==> src/rtl/therm_decoder_pkg.sv <==
// Shared types and helpers for the thermometer-code decoder.
// Optional error counter is enabled with THERM_ERR_CNT_EN.
package therm_pkg;

    localparam int ERR_CNT_W = 16;
    localparam int RES_CNT_W = 16;

    typedef struct packed {
        logic [RES_CNT_W-1:0] count;
        logic                 dir;
        logic                 err;
    } therm_res_t;

    function automatic int cnt_width(input int dw);
        return $clog2(dw + 1);
    endfunction

endpackage

==> src/rtl/therm_decoder_if.sv <==
// Word-in / result-out handshake bundle for therm_decoder.
// master = producer/consumer side, slave = decoder side.
interface therm_decoder_if
    import therm_pkg::*;
#(
    parameter int DATA_WIDTH = 8,
    parameter int CNT_WIDTH  = cnt_width(DATA_WIDTH)
);
    logic                  in_valid;
    logic                  in_ready;
    logic [DATA_WIDTH-1:0] codeIn;
    logic                  out_valid;
    logic                  out_ready;
    logic [CNT_WIDTH-1:0]  out_count;
    logic                  out_dir;
    logic                  out_err;

    modport master (
        output in_valid, codeIn, out_ready,
        input  in_ready, out_valid, out_count, out_dir, out_err
    );

    modport slave (
        input  in_valid, codeIn, out_ready,
        output in_ready, out_valid, out_count, out_dir, out_err
    );
endinterface

==> src/rtl/therm_decoder_classify.sv <==
// Combinational thermometer classifier: exactly one 0/1 boundary is valid.
// Invalid words report count=0, dir=0.
module therm_classify
    import therm_pkg::*;
#(
    parameter int DATA_WIDTH = 8,
    parameter int CNT_WIDTH  = cnt_width(DATA_WIDTH)
) (
    input  logic [DATA_WIDTH-1:0] code_i,
    output logic                  is_therm_o,
    output logic                  dir_o,
    output logic [CNT_WIDTH-1:0]  count_o
);
    logic [DATA_WIDTH-2:0] edge_w;
    logic [DATA_WIDTH-2:0] edge_m1;
    logic [CNT_WIDTH-1:0]  pop;

    // One set bit in edge_w means a single boundary between the 0 and 1 runs.
    assign edge_w  = code_i[DATA_WIDTH-1:1] ^ code_i[DATA_WIDTH-2:0];
    assign edge_m1 = edge_w - (DATA_WIDTH-1)'(1);

    assign is_therm_o = (|edge_w) & ~(|(edge_w & edge_m1));

    always_comb begin
        pop = '0;
        for (int i = 0; i < DATA_WIDTH; i++) begin
            pop = pop + CNT_WIDTH'(code_i[i]);
        end
    end

    assign dir_o   = is_therm_o & code_i[DATA_WIDTH-1];
    assign count_o = is_therm_o ? pop : '0;

endmodule

==> src/rtl/therm_decoder.sv <==
// Two-stage valid/ready thermometer decoder (classify, then result).
// THERM_ERR_CNT_EN adds err_clr/err_cnt, a saturating invalid-word count.
module therm_decoder
    import therm_pkg::*;
#(
    parameter int DATA_WIDTH = 8,
    parameter int CNT_WIDTH  = cnt_width(DATA_WIDTH)
) (
    input  logic                 clk,
    input  logic                 reset,
    therm_decoder_if.slave       bus
`ifdef THERM_ERR_CNT_EN
    ,
    input  logic                 err_clr,
    output logic [ERR_CNT_W-1:0] err_cnt
`endif
);
    logic                 cls_therm;
    logic                 cls_dir;
    logic [CNT_WIDTH-1:0] cls_cnt;

    logic                 s1_v_q, s1_v_d;
    logic                 s1_therm_q, s1_therm_d;
    logic                 s1_dir_q, s1_dir_d;
    logic [CNT_WIDTH-1:0] s1_cnt_q, s1_cnt_d;

    logic                 s2_v_q, s2_v_d;
    therm_res_t           s2_q, s2_d;

    logic                 in_fire;
    logic                 s1_adv;
    logic                 out_fire;
    logic                 unused_cnt_hi;

    therm_classify #(
        .DATA_WIDTH (DATA_WIDTH),
        .CNT_WIDTH  (CNT_WIDTH)
    ) u_classify (
        .code_i     (bus.codeIn),
        .is_therm_o (cls_therm),
        .dir_o      (cls_dir),
        .count_o    (cls_cnt)
    );

    assign out_fire = s2_v_q & bus.out_ready;
    assign s1_adv   = s1_v_q & (~s2_v_q | bus.out_ready);
    assign in_fire  = bus.in_valid & bus.in_ready;

    assign bus.in_ready  = ~s1_v_q | s1_adv;
    assign bus.out_valid = s2_v_q;
    assign bus.out_count = s2_q.count[CNT_WIDTH-1:0];
    assign bus.out_dir   = s2_q.dir;
    assign bus.out_err   = s2_q.err;

    // Upper result bits are always zero for narrow configurations.
    assign unused_cnt_hi = ^s2_q.count;

    always_comb begin
        s1_v_d     = s1_v_q;
        s1_therm_d = s1_therm_q;
        s1_dir_d   = s1_dir_q;
        s1_cnt_d   = s1_cnt_q;
        if (in_fire) begin
            s1_v_d     = 1'b1;
            s1_therm_d = cls_therm;
            s1_dir_d   = cls_dir;
            s1_cnt_d   = cls_cnt;
        end else if (s1_adv) begin
            s1_v_d = 1'b0;
        end
    end

    always_comb begin
        s2_v_d = s2_v_q;
        s2_d   = s2_q;
        if (s1_adv) begin
            s2_v_d     = 1'b1;
            s2_d.count = RES_CNT_W'(s1_cnt_q);
            s2_d.dir   = s1_dir_q;
            s2_d.err   = ~s1_therm_q;
        end else if (out_fire) begin
            s2_v_d = 1'b0;
        end
    end

    always_ff @(posedge clk) begin
        if (reset) begin
            s1_v_q     <= 1'b0;
            s1_therm_q <= 1'b0;
            s1_dir_q   <= 1'b0;
            s1_cnt_q   <= '0;
            s2_v_q     <= 1'b0;
            s2_q       <= '0;
        end else begin
            s1_v_q     <= s1_v_d;
            s1_therm_q <= s1_therm_d;
            s1_dir_q   <= s1_dir_d;
            s1_cnt_q   <= s1_cnt_d;
            s2_v_q     <= s2_v_d;
            s2_q       <= s2_d;
        end
    end

`ifdef THERM_ERR_CNT_EN
    logic [ERR_CNT_W-1:0] err_cnt_q, err_cnt_d;

    always_comb begin
        err_cnt_d = err_cnt_q;
        if (err_clr) begin
            err_cnt_d = '0;
        end else if (out_fire && s2_q.err && (err_cnt_q != '1)) begin
            err_cnt_d = err_cnt_q + 1'b1;
        end
    end

    always_ff @(posedge clk) begin
        if (reset) begin
            err_cnt_q <= '0;
        end else begin
            err_cnt_q <= err_cnt_d;
        end
    end

    assign err_cnt = err_cnt_q;
`endif

endmodule

==> src/flat_wrapper.sv <==
// flat-port wrapper written by rule: the top's interface ports become plain ports
module therm_decoder_flat import therm_pkg::*;
#(
    parameter int DATA_WIDTH = 8,
    parameter int CNT_WIDTH  = cnt_width(DATA_WIDTH)
)
  (clk, reset, bus_in_valid, bus_codeIn, bus_out_ready, bus_in_ready, bus_out_valid, bus_out_count, bus_out_dir, bus_out_err);
  therm_decoder_if #(.DATA_WIDTH(DATA_WIDTH), .CNT_WIDTH(CNT_WIDTH)) bus_i ();
  input  logic clk;
  input  logic reset;
  input wire logic [$bits(bus_i.in_valid)-1:0] bus_in_valid;
  input wire logic [$bits(bus_i.codeIn)-1:0] bus_codeIn;
  input wire logic [$bits(bus_i.out_ready)-1:0] bus_out_ready;
  output wire logic [$bits(bus_i.in_ready)-1:0] bus_in_ready;
  output wire logic [$bits(bus_i.out_valid)-1:0] bus_out_valid;
  output wire logic [$bits(bus_i.out_count)-1:0] bus_out_count;
  output wire logic [$bits(bus_i.out_dir)-1:0] bus_out_dir;
  output wire logic [$bits(bus_i.out_err)-1:0] bus_out_err;
  assign bus_i.in_valid = bus_in_valid;
  assign bus_i.codeIn = bus_codeIn;
  assign bus_i.out_ready = bus_out_ready;
  assign bus_in_ready = bus_i.in_ready;
  assign bus_out_valid = bus_i.out_valid;
  assign bus_out_count = bus_i.out_count;
  assign bus_out_dir = bus_i.out_dir;
  assign bus_out_err = bus_i.out_err;
  therm_decoder #(.DATA_WIDTH(DATA_WIDTH), .CNT_WIDTH(CNT_WIDTH)) u_core (.clk(clk), .reset(reset), .bus(bus_i));
endmodule
==> config.mk <==
export PLATFORM = sky130hd
export DESIGN_NAME = therm_decoder_flat
export DESIGN_NICKNAME = d
export VERILOG_FILES = /design/src/rtl/therm_decoder_pkg.sv /design/src/rtl/therm_decoder_if.sv /design/src/rtl/therm_decoder_classify.sv /design/src/rtl/therm_decoder.sv /design/src/flat_wrapper.sv
export SDC_FILE = /design/constraint.sdc
export NUM_CORES = 1
export LEC_CHECK = 0
export BUFFER_PORTS_ARGS = -buffer_cell sky130_fd_sc_hd__buf_4
export CORE_ASPECT_RATIO = 0.7
export CORE_MARGIN = 5
export CORE_UTILIZATION = 45
export DETAILED_ROUTE_END_ITERATION = 10
export MAX_ROUTING_LAYER = met4
export PLACE_DENSITY_LB_ADDON = 0.3
export SLEW_MARGIN = 20
export SYNTH_ARGS = -nofsm -noshare
export SYNTH_HDL_FRONTEND = slang
export SYNTH_HIERARCHICAL = 1
export SYNTH_SLANG_ARGS = --single-unit
==> constraint.sdc <==
create_clock -name clk -period 4.1 [get_ports clk]
set_input_delay 0.82 -clock clk [delete_from_list [all_inputs] [get_ports clk]]
set_output_delay 0.82 -clock clk [all_outputs]
set_load 0.01 [all_outputs]
**After elaboration in Yosys (flattened, before gate mapping)**

Index checks and enable logic that the tools add are counted.

- Add/subtract/negate cells: 8
- Mux-type cells: 5
- Bitwise operators: 13
- Reduce and logical (&&, ||, !) cells: 4

Operators by type and width:

| operator | number |
|---|---|
| $add 4x1->4 | 4 |
| $reduce_or 7->1 | 2 |
| $and 7x7->7 | 1 |
| $sub 7x1->7 const B | 1 |
| $xor 7x7->7 | 1 |
| $and 1x1->1 | 5 |
| $add 3x1->4 | 1 |
| $mux 1 | 4 |
| $mux 4 | 1 |
| $not 1->1 | 4 |
| $reduce_bool 2->1 | 2 |
| $add 2x1->3 | 1 |
| $add 1x1->2 | 1 |
| $or 1x1->1 | 2 |

- Register bits after elaboration: 14
- Bits of input ports: 12

**Longest topological paths before layout**

Gate-level depths: netlist of the first run.

- Depth after elaboration: 8
- Mapped depth: 12
- Mapped depth without buffers: 12

**Hierarchy**

Netlist of the first run, hierarchy kept.

By module, submodules not included:

| module | instances | cells an instance | area each (µm²) | sequential area each (µm²) |
|---|---|---|---|---|
| therm_decoder | 1 | 62 | 595.6 | 280.3 |
| therm_classify | 1 | 46 | 340.3 | 0.0 |

**Worst setup path after synthesis of the first run**

OpenSTA, ideal clock, no wires.

- Path kind: input port to flip-flop
- Start point: input port bus_codeIn[0]
- End point: register u_core.s1_cnt_q[2]
- Library setup time: 0.072 ns
- Arrival: 3.284 ns
- Path slack: 0.745 ns
- Cell stages on the path: 12
- Path buffers: 0
- Cells stage by stage: fa_1 > inv_1 > fa_1 > fa_1 > inv_1 > ha_1 > inv_1 > fa_1 > xor2_1 > a21oi_1 > nand2b_1 > mux2i_1

- Word-level cells in the longest chain between the ends: 8
- Elaborated cells between the ends (all ways): 15

Ends and longest elaborated chain:

| what | RTL line | source |
|---|---|---|
| start, declared | flat_wrapper.sv:12 | `input wire logic [$bits(bus_i.codeIn)-1:0] bus_codeIn;` |
| $add 1x1->2 | therm_decoder_classify.sv:27 | `pop = pop + CNT_WIDTH'(code_i[i]);` |
| $add 2x1->3 | therm_decoder_classify.sv:27 |  |
| $add 3x1->4 | therm_decoder_classify.sv:27 |  |
| $add 4x1->4 (4 in series) | therm_decoder_classify.sv:27 |  |
| $mux 4 (*) | therm_decoder_classify.sv:32 | `assign count_o = is_therm_o ? pop : '0;` |
| net u_core.cls_cnt[2] | therm_decoder.sv:20 | `logic [CNT_WIDTH-1:0] cls_cnt;` |
| end signal, assigned | therm_decoder.sv:98 | `s1_cnt_q <= s1_cnt_d;` |
| end, declared | therm_decoder.sv:25 | `logic [CNT_WIDTH-1:0] s1_cnt_q, s1_cnt_d;` |

The timed path passes the listed nets; every way through them passes the cells marked *.
A chain may end at the register's enable or synchronous reset.

**Worst setup path after layout of the first run**

Ends and elaborated chain as after synthesis.

==> results.tsv, run 1 <==
metric	value	unit
drive_gt1_frac	0.230	
synth_cell_types	32	
cts_resized	0	
cp-end-kind	register	
yosysSeqAreaShare	0.299	
post_cts_buffers	0	
fin_setup_tns	0	ns
worstSetupPathType	in2reg	
dp_hpwl	1.44	mm
clock_latency	0.28	ns
drv_slew	0	
cts.clk_slew.worst_paths	0.08	ns
start_util	0.488	
crit_path_max_incr_delay	0.54	ns
rsz0062_at_grt	false	
antenna_found_initial	0	
grt_first_pass_wirelength	3.16	mm
yosys-top-cells-area	dfxtp_1 (30%), nand2b_1 (8.7%), fa_1 (8.6%)	
coreArea	1920	µm²
cts_buffer_depth	2	
leakagePower	0.488	nW
synth.cell_area	936	µm²
io_pins	20	
p_per_area	292	nW/µm²
whs	0.460	ns
dp_slack	0.541	ns
die_x	64.5	µm
crit_slowest_cell	fa_1	
ys_seq_elements	14	
fillers	196	
fin_total_pwr	324	µW
cts-root-buf	clkbuf_4	
yosys.area_share.simple	0.201	
p_clk_frac	0.299	
cap_violations	0	
routed_wl	1.81	mm
power_frac_seq	0.440	
synth_top_family_by_area	simple AND/OR/NAND/NOR gates	
synth-compound-area-share	0.197	
synth_xor_area_frac	0.0187	
start_kind	primary input	
cp_data_required_time	4.31	ns
cts_hold_buf	0	
grt_max_degree	21	
ir_worst_vdd	0.192	mV
synth_top_area_frac	0.299	
num_rows	13	
via_count	761	
power.switching	90.7	µW
drt-initial-drc-count	49	
period_share	0.802	
final_hold_viol_count	0	
synth.mux.area_fraction	0.0642	
area.growth.synth_to_final	18.7	%
yosys_most_used_dff	dfxtp_1	
num-nets-final	147	
period_minus_slack	3.29	ns
synth_nets	128	
htree_levels	1	
fmax	304	MHz
crit_chain	buf_4 -> fa_1 -> inv_1 -> fa_1 -> fa_1 -> inv_1 -> ha_1 -> inv_1 -> fa_1 -> xor2_1 -> a21oi_1 -> nand2b_1 -> mux2i_1	
post_drt_via_cell_ratio	5.14	
port-buffer-count	19	
relSlewSlack	0.730	
grt_pass1_vias	696	
cts_buffers	3	
die_y	48.2	µm
gp_congestion	0.865	
grt.total_usage	0.139	
status	complete, no violations	
pwr-share-comb	0.261	
skew	0.00389	ns
synth_cells	108	
synth_edf_count	0	
hp-class	reg2reg	
fin_ws	0.812	ns
first_pass_iters	4	
fp.dieArea	3110	µm²
synth_common_cells	dfxtp_1 (14), nand2b_1 (13), a21oi_1 (12), inv_1 (12), nand3_1 (7)	
postRouteAntennaNets	0	
synth_top_area_cell	dfxtp_1	
cts_tree	built	
worstMarginPinSlew	0.404	ns
final_cells	148	
synth_fa_ha_area_frac	0.139	
cts_num_sinks	14	
avgSynthCellArea	8.67	µm²
synth.most_common_cell	dfxtp_1	
avgRoutedWirePerCell	12.2	µm
num_antenna_cells	0	
crit_path_frequent_cell	fa_1	
dpl.cell_count	144	
yosysWarnings	6	
crit_arrival	3.50	ns
grt-ovfl-total	0	
ys_async_sr_fraction	0	
sw_frac_of_total	0.280	
drcViolationCount	0	
setup_viol	0	
cp_max_fo	2	
internal_power	234	µW
==> layout make-up <==
cell class                 instances  area (µm²)  area share
multi-input combinational         77         579       0.521
inverter                          12        45.0      0.0405
timing repair buffer              19         143       0.128
clock buffer                       4        36.3      0.0327
sequential                        14         280       0.252
tap                               22        27.5      0.0248
==> placed cells by master (no fill, tap or decap), types with 2 or more instances in the layout <==
master,synthesis,final
nand3_1,7,7
inv_1,12,12
nand2_1,6,6
clkbuf_4,0,3
a21oi_2,2,2
ha_1,4,4
dfxtp_1,14,14
a21oi_1,12,12
nand2b_1,13,13
buf_4,1,19
fa_1,4,4
o21ai_0,6,6
mux2i_1,6,6
==> per-layer routing <==
metal  up-vias  track usage  wire (µm)
met4         0       0.0252          0
met1       346        0.190        904
met3         0       0.0599        125
met2        17        0.193        779
met5         -            -          0
li1        398            -          -
==> kinds of logic after synthesis <==
group / count (synthesis)
flops: 14
buf+inv: 17
xor+xnor: 2
fa+ha+maj: 8
mux: 6
compound gates: 28
simple gates: 33
==> flip-flops by register name, summed over array words and instances (netlist names) <==
| name | cells |
|---|---|
| u_core/s1_cnt_q | 4 |
| u_core/s1_dir_q | 1 |
| u_core/bus.out_dir | 1 |
| u_core/s1_therm_q | 1 |
| u_core/bus.out_valid | 1 |
| u_core/s1_v_q | 1 |
| u_core/bus.out_err | 1 |
| u_core/bus.out_count | 4 |
==> worst max-delay path: cells and delay by family <==
kind / cells / cell delay [ns]
adders and majority gates: 5 / 1.97
buffers and inverters: 4 / 0.29
xor gates and xnor gates: 1 / 0.15
AOI/OAI and AO/OA: 1 / 0.11
muxes: 1 / 0.11
and+or+nand+nor: 1 / 0.06
==> worst paths after layout <==
kind	from	slack [ns]	to	cells after the start
worst max-delay path	bus_codeIn[0]	0.81	u_core/s1_cnt_q[2]$_SDFFE_PP0P_	13
worst min-delay path	u_core/s1_therm_q$_SDFFE_PP0P_	0.46	u_core/bus.out_err$_SDFFE_PP0P_	1
worst max register to register	u_core/s1_v_q$_SDFFE_PP0P_	2.93	u_core/bus.out_count[3]$_SDFFE_PP0P_	3
worst min register to register	u_core/s1_therm_q$_SDFFE_PP0P_	0.46	u_core/bus.out_err$_SDFFE_PP0P_	1
==> per-stage QoR <==
step                      area, µm²  utilization
final                          1110        0.579
after global routing           1110        0.579
after CTS                      1110        0.579
after detailed placement       1070        0.560
after global placement         1070        0.560
after floorplan                 936            -
==> power groups by stage <==
stage,sequential [mW],combinational (mW),clock (mW)
after global placement,0.146,0.0831,0
after floorplan,0.145,0.0609,0
after CTS,0.143,0.0853,0.102
after global routing,0.143,0.0972,0.110
after detailed placement,0.146,0.0840,0
final,0.143,0.0847,0.0970
No activity file was read; power rests on OpenSTA's default activity.
==> run 2: changes to the inputs <==
Clock period 4.1 ns to 3.22 ns, I/O delays scaled along.
==> run 2 against run 1 <==
Effect of this change:
- critical path depth shrank 1
- sequential share of layout area shrank 0.085 points
- clock skew grew 0.0025 ns
- largest power group unchanged
- worst hold slack gained 0.0082 ns
- sequential power grew 27%
- die area is the same
- via count grew 3.4%
==> results.tsv, run 2 (same netlist as run 1, synthesis figures left out) <==
metric	value	unit	change
cts_hold_buf	0		unchanged
crit_path_max_incr_delay	0.53	ns	about the same
multiInputGateArea	582	µm²	+0.43%
gp_congestion	0.803		-7.1%
final_hold_viol_count	0		unchanged
rr_endpoint	u_core/bus.out_count[3]$_SDFFE_PP0P_		
drt-initial-drc-count	44		-10%
crit_slowest_cell	fa_1		
cts_buffer_depth	2		unchanged
relSlewSlack	0.715		-0.0155
drcViolationCount	0		unchanged
fin_setup_tns	0	ns	unchanged
post_cts_buffers	0		unchanged
layout_common_cells	buf_4 (21), dfxtp_1 (14), nand2b_1 (13)		
period_share	0.961		
grt.total_usage	0.144		+0.00450
coreArea	1920	µm²	unchanged
cp_max_fo	2		unchanged
cap_violations	0		unchanged
die_y	48.2	µm	unchanged
setup_viol	0		unchanged
avgRoutedWirePerCell	12.7	µm	+3.8%
cts_buffers	3		unchanged
utilization	0.581		+0.00195
min_from	u_core/s1_therm_q$_SDFFE_PP0P_		
io_pins	20		unchanged
start_util	0.488		unchanged
worstSetupPathType	in2reg		
grt_max_degree	21		unchanged
r2r_slack	2.01	ns	-0.92 ns
num_antenna_cells	0		unchanged
start_kind	primary input		
r2r_cells	3		unchanged
clock_latency	0.28	ns	about the same
area.growth.synth_to_final	19.1	%	
num-nets-final	149		+1.4%
post_drt_via_cell_ratio	5.28		+2.7%
seqCellArea	280	µm²	unchanged
cts_tree	built		
leakagePower	0.489	nW	+0.38%
drive_gt1_frac	0.244		+0.0139
critical_path.top_delay_family	adder cells		
postRouteAntennaNets	0		unchanged
period_minus_slack	3.09	ns	
fp.dieArea	3110	µm²	unchanged
fin_ws	0.126	ns	-0.686 ns
placed_area	1090	µm²	+1.4%
via_count	787		+3.4%
dp_slack	-0.169	ns	-0.711 ns
dp_hpwl	1.54	mm	+7.1%
cp_data_required_time	3.43	ns	-0.88 ns
path_buf_inv	4		unchanged
dpl.cell_count	146		+1.4%
r2r_start	u_core/s1_v_q$_SDFFE_PP0P_		
whs	0.468	ns	+0.00822 ns
mostFrequentLayoutCell	buf_4		
die_x	64.5	µm	unchanged
crit_chain	buf_4 -> fa_1 -> inv_1 -> fa_1 -> fa_1 -> inv_1 -> ha_1 -> inv_1 -> fa_2 -> a21oi_1 -> nand2b_1 -> mux2i_1		
final_cells	149		+0.68%
routed_wl	1.89	mm	+4.5%
min_delay_path_depth	1		unchanged
hp-class	reg2reg		
rsz0062_at_grt	false		
cp-end-kind	register		
cts_num_sinks	14		unchanged
final_area	1110	µm²	+0.34%
status	complete, no violations		
grt_first_pass_wirelength	3.24	mm	+2.4%
first_pass_iters	4		unchanged
grt_pass1_vias	747		+7.3%
antenna_found_initial	0		unchanged
drv_slew	0		unchanged
skew	0.00637	ns	+0.00248 ns
cts.clk_slew.worst_paths	0.07	ns	about the same
fmax	323	MHz	
crit_arrival	3.30	ns	-0.20 ns
ir_worst_vdd	0.274	mV	+43%
fillers	191		-2.6%
num_rows	13		unchanged
port-buffer-count	19		unchanged
cts-root-buf	clkbuf_4		
cts_resized	0		unchanged
whs_endpoint	u_core/bus.out_err$_SDFFE_PP0P_		
grt-ovfl-total	0		unchanged
worstMarginPinSlew	0.427	ns	+0.0233 ns
fin_total_pwr	388	µW	+20%
htree_levels	1		unchanged
p_per_area	348	nW/µm²	+19%
[run 2: worst max-delay path by stage]
stage	start	endpoint	slack (ns)	cells after the start
after floorplan	bus_codeIn[0]	u_core/s1_cnt_q[2]$_SDFFE_PP0P_	0.04	12
after global placement	bus_codeIn[0]	u_core/s1_cnt_q[2]$_SDFFE_PP0P_	-0.15	13
after detailed placement	bus_codeIn[0]	u_core/s1_cnt_q[2]$_SDFFE_PP0P_	-0.17	13
after CTS	bus_codeIn[0]	u_core/s1_cnt_q[2]$_SDFFE_PP0P_	0.11	13
after global routing	bus_codeIn[0]	u_core/s1_cnt_q[2]$_SDFFE_PP0P_	0.04	13
final	bus_codeIn[0]	u_core/s1_cnt_q[1]$_SDFFE_PP0P_	0.13	12
[run 2: area by class of cell]
cell class / instances / share of cell area
Clock buffer: 3 / 0.0202
Sequential cell: 14 / 0.251
Multi-Input combinational cell: 77 / 0.522
Timing Repair Buffer: 21 / 0.141
Tap cell: 22 / 0.0247
Inverter: 12 / 0.0404
[run 2: metal layers]
layer	up-vias	routed length, µm	global-route usage
met5	-	0	-
met4	0	0	0.0294
met3	0	98	0.0599
met2	15	885	0.230
met1	369	906	0.175
li1	403	-	-
[run 2: worst reg2reg max path: stages (launching register included)]
cell and delay [ns]:
dfxtp_1 0.59, inv_1 0.21, o21ai_0 0.21, a21oi_1 0.09
[run 2: report_power, final]
| group | switching (mW) | internal [mW] | leakage (nW) |
|---|---|---|---|
| Combinational | 0.0572 | 0.0537 | 0.362 |
| Clock | 0.0519 | 0.0433 | 0.0138 |
| Sequential | 0.00439 | 0.177 | 0.114 |
| Total | 0.113 | 0.274 | 0.489 |
==> run 3: changes to the inputs <==
==> constraint.sdc (replaced) <==
create_clock -name clk -period 2.8 [get_ports clk]
set_input_delay 0.56 -clock clk [delete_from_list [all_inputs] [get_ports clk]]
set_output_delay 0.56 -clock clk [all_outputs]
set_load 0.005 [all_outputs]
==> run 3 against run 2 <==
Effect of this change:
- clock power up 19%
- via count down 1.3%
- non-clock buffer count up 3
- utilization up 2.8 points
- critical path depth up 1
- cell count up 2.0%
- global-route usage down 0.23 points
- worst setup slack worse by 0.29 ns
- the flow now finishes with violations (negative setup slack)
==> results.tsv, run 3 (same netlist as run 1, synthesis figures left out) <==
metric	value	unit	change
mostFrequentLayoutCell	buf_4		
crit_chain	buf_8 -> fa_1 -> inv_2 -> fa_1 -> fa_1 -> inv_2 -> ha_4 -> inv_2 -> fa_2 -> xor2_1 -> a21oi_1 -> nand2b_1 -> mux2i_1		
grt-busiest-layer	met2		
p_clk_frac	0.237		-0.008
grt.total_usage	0.142		-0.00229
period_share	1.06		
period_minus_slack	2.97	ns	
drt-initial-drc-count	25		-43%
antenna_found_initial	0		unchanged
cts-root-buf	clkbuf_4		
fp.dieArea	3110	µm²	unchanged
seqCellArea	280	µm²	unchanged
crit_arrival	3.18	ns	-0.12 ns
via_count	777		-1.3%
fmax	337	MHz	
num-nets-final	152		+2.0%
use_met3	0.0461		-0.0138
post_drt_via_cell_ratio	5.11		-3.2%
cts_buffer_depth	2		unchanged
worstSetupPathType	in2reg		
htree_levels	1		unchanged
port-buffer-count	19		unchanged
internal_power	332	µW	+21%
drv_slew	0		unchanged
cap_violations	0		unchanged
avgRoutedWirePerCell	12.2	µm	-4.2%
cp_max_fo	2		unchanged
crit_path_max_incr_delay	0.55	ns	+0.02 ns
violations	negative setup slack		
status	finished with violations		
fillers	171		-10%
layout_common_cells	buf_4 (22), dfxtp_1 (14), nand2b_1 (13)		
skew	0.00160	ns	-0.00477 ns
grt_max_degree	21		unchanged
dp_slack	-0.511	ns	-0.341 ns
start_util	0.488		unchanged
leakagePower	0.505	nW	+3.2%
placed_area	1100	µm²	+0.80%
gp_congestion	0.827		+3.0%
hp-class	reg2reg		
fin_total_pwr	475	µW	+23%
grtUsageMet1	0.190		+0.0150
dpl.cell_count	146		unchanged
drcViolationCount	0		unchanged
io_pins	20		unchanged
grt_first_pass_wirelength	3.27	mm	+1.1%
num_antenna_cells	0		unchanged
critical_path.top_delay_family	adder cells		
cts.clk_slew.worst_paths	0.08	ns	about the same
ir_worst_vdd	0.270	mV	-1.6%
crit_slowest_cell	fa_1		
final_hold_viol_count	0		unchanged
die_y	48.2	µm	unchanged
cts_num_sinks	14		unchanged
cp-end-kind	register		
routed_wl	1.85	mm	-2.3%
drive_gt1_frac	0.308		+0.0636
cts_tree	built		
use_met2	0.213		-0.0164
cp_data_required_time	3.01	ns	-0.42 ns
coreArea	1920	µm²	unchanged
sw_frac_of_total	0.301		+0.00820
pwr-share-comb	0.322		+0.036
multiInputGateArea	602	µm²	+3.4%
power.switching	143	µW	+26%
area.growth.synth_to_final	24.9	%	
path_buf_inv	4		unchanged
grt_pass1_vias	738		-1.2%
power_frac_seq	0.440		-0.029
start_kind	primary input		
worstMarginPinSlew	0.445	ns	+0.0177 ns
grt-ovfl-total	0		unchanged
setup_viol	2		+2
relSlewSlack	0.703		-0.0118
postRouteAntennaNets	0		unchanged
final_area	1170	µm²	+4.8%
fin_setup_tns	-0.307	ns	-0.307 ns
rsz0062_at_grt	true		
num_rows	13		unchanged
die_x	64.5	µm	unchanged
p_per_area	407	nW/µm²	+17%
final_cells	152		+2.0%
first_pass_iters	4		unchanged
fin_ws	-0.168	ns	-0.295 ns
clock_latency	0.28	ns	about the same
cts_buffers	3		unchanged
dp_hpwl	1.45	mm	-6.1%
## run 3: cell count changes in the layout (fill, tap and decap cells not counted), sizes merged
cell / delta
buf: +3
## run 3: routing by layer
metal	vias up	wire, µm
met3	0	99
met4	0	0
met1	356	930
met5	-	0
met2	16	818
li1	405	-
## run 3: power groups by stage
stage               clock (mW)  sequential (mW)  combinational [mW]
floorplan                    0            0.212              0.0957
global placement             0            0.214               0.130
detailed placement           0            0.214               0.133
CTS                      0.118            0.209               0.140
global route             0.127            0.210               0.175
finish                   0.113            0.209               0.153
## run 3: area by class of cell
cell class,count,share of cell area
timing repair buffer,24,0.164
multi-input combinational,77,0.515
tap,22,0.0236
clock buffer,3,0.0193
sequential,14,0.240
inverter,12,0.0385
## run 3: stage by stage
stage	utilization	hold slack [ns]
after global placement	0.572	0.449
after detailed placement	0.572	0.445
after floorplan	-	0.426
final	0.609	0.462
after global routing	0.609	0.481
after CTS	0.594	0.465
## run 3: what timing repair did
action | 4_1_cts | 5_1_grt
hold buffers | 0 | 0
hold endpoints to repair | 0 | 0
resized for setup | 1 | 6
setup endpoints to repair | 2 | 4
pin swaps | 0 | 1
setup buffers | 2 | 1
## run 3: worst paths after layout
| path | startpoint | endpoint | slack (ns) | cells after the start |
|---|---|---|---|---|
| worst min-delay path | u_core/s1_therm_q$_SDFFE_PP0P_ | u_core/bus.out_err$_SDFFE_PP0P_ | 0.46 | 1 |
| worst max-delay path | bus_codeIn[0] | u_core/s1_cnt_q[2]$_SDFFE_PP0P_ | -0.17 | 13 |
| worst min register to register | u_core/s1_therm_q$_SDFFE_PP0P_ | u_core/bus.out_err$_SDFFE_PP0P_ | 0.46 | 1 |
| worst max register to register | u_core/s1_v_q$_SDFFE_PP0P_ | u_core/bus.out_count[1]$_SDFFE_PP0P_ | 1.59 | 3 |
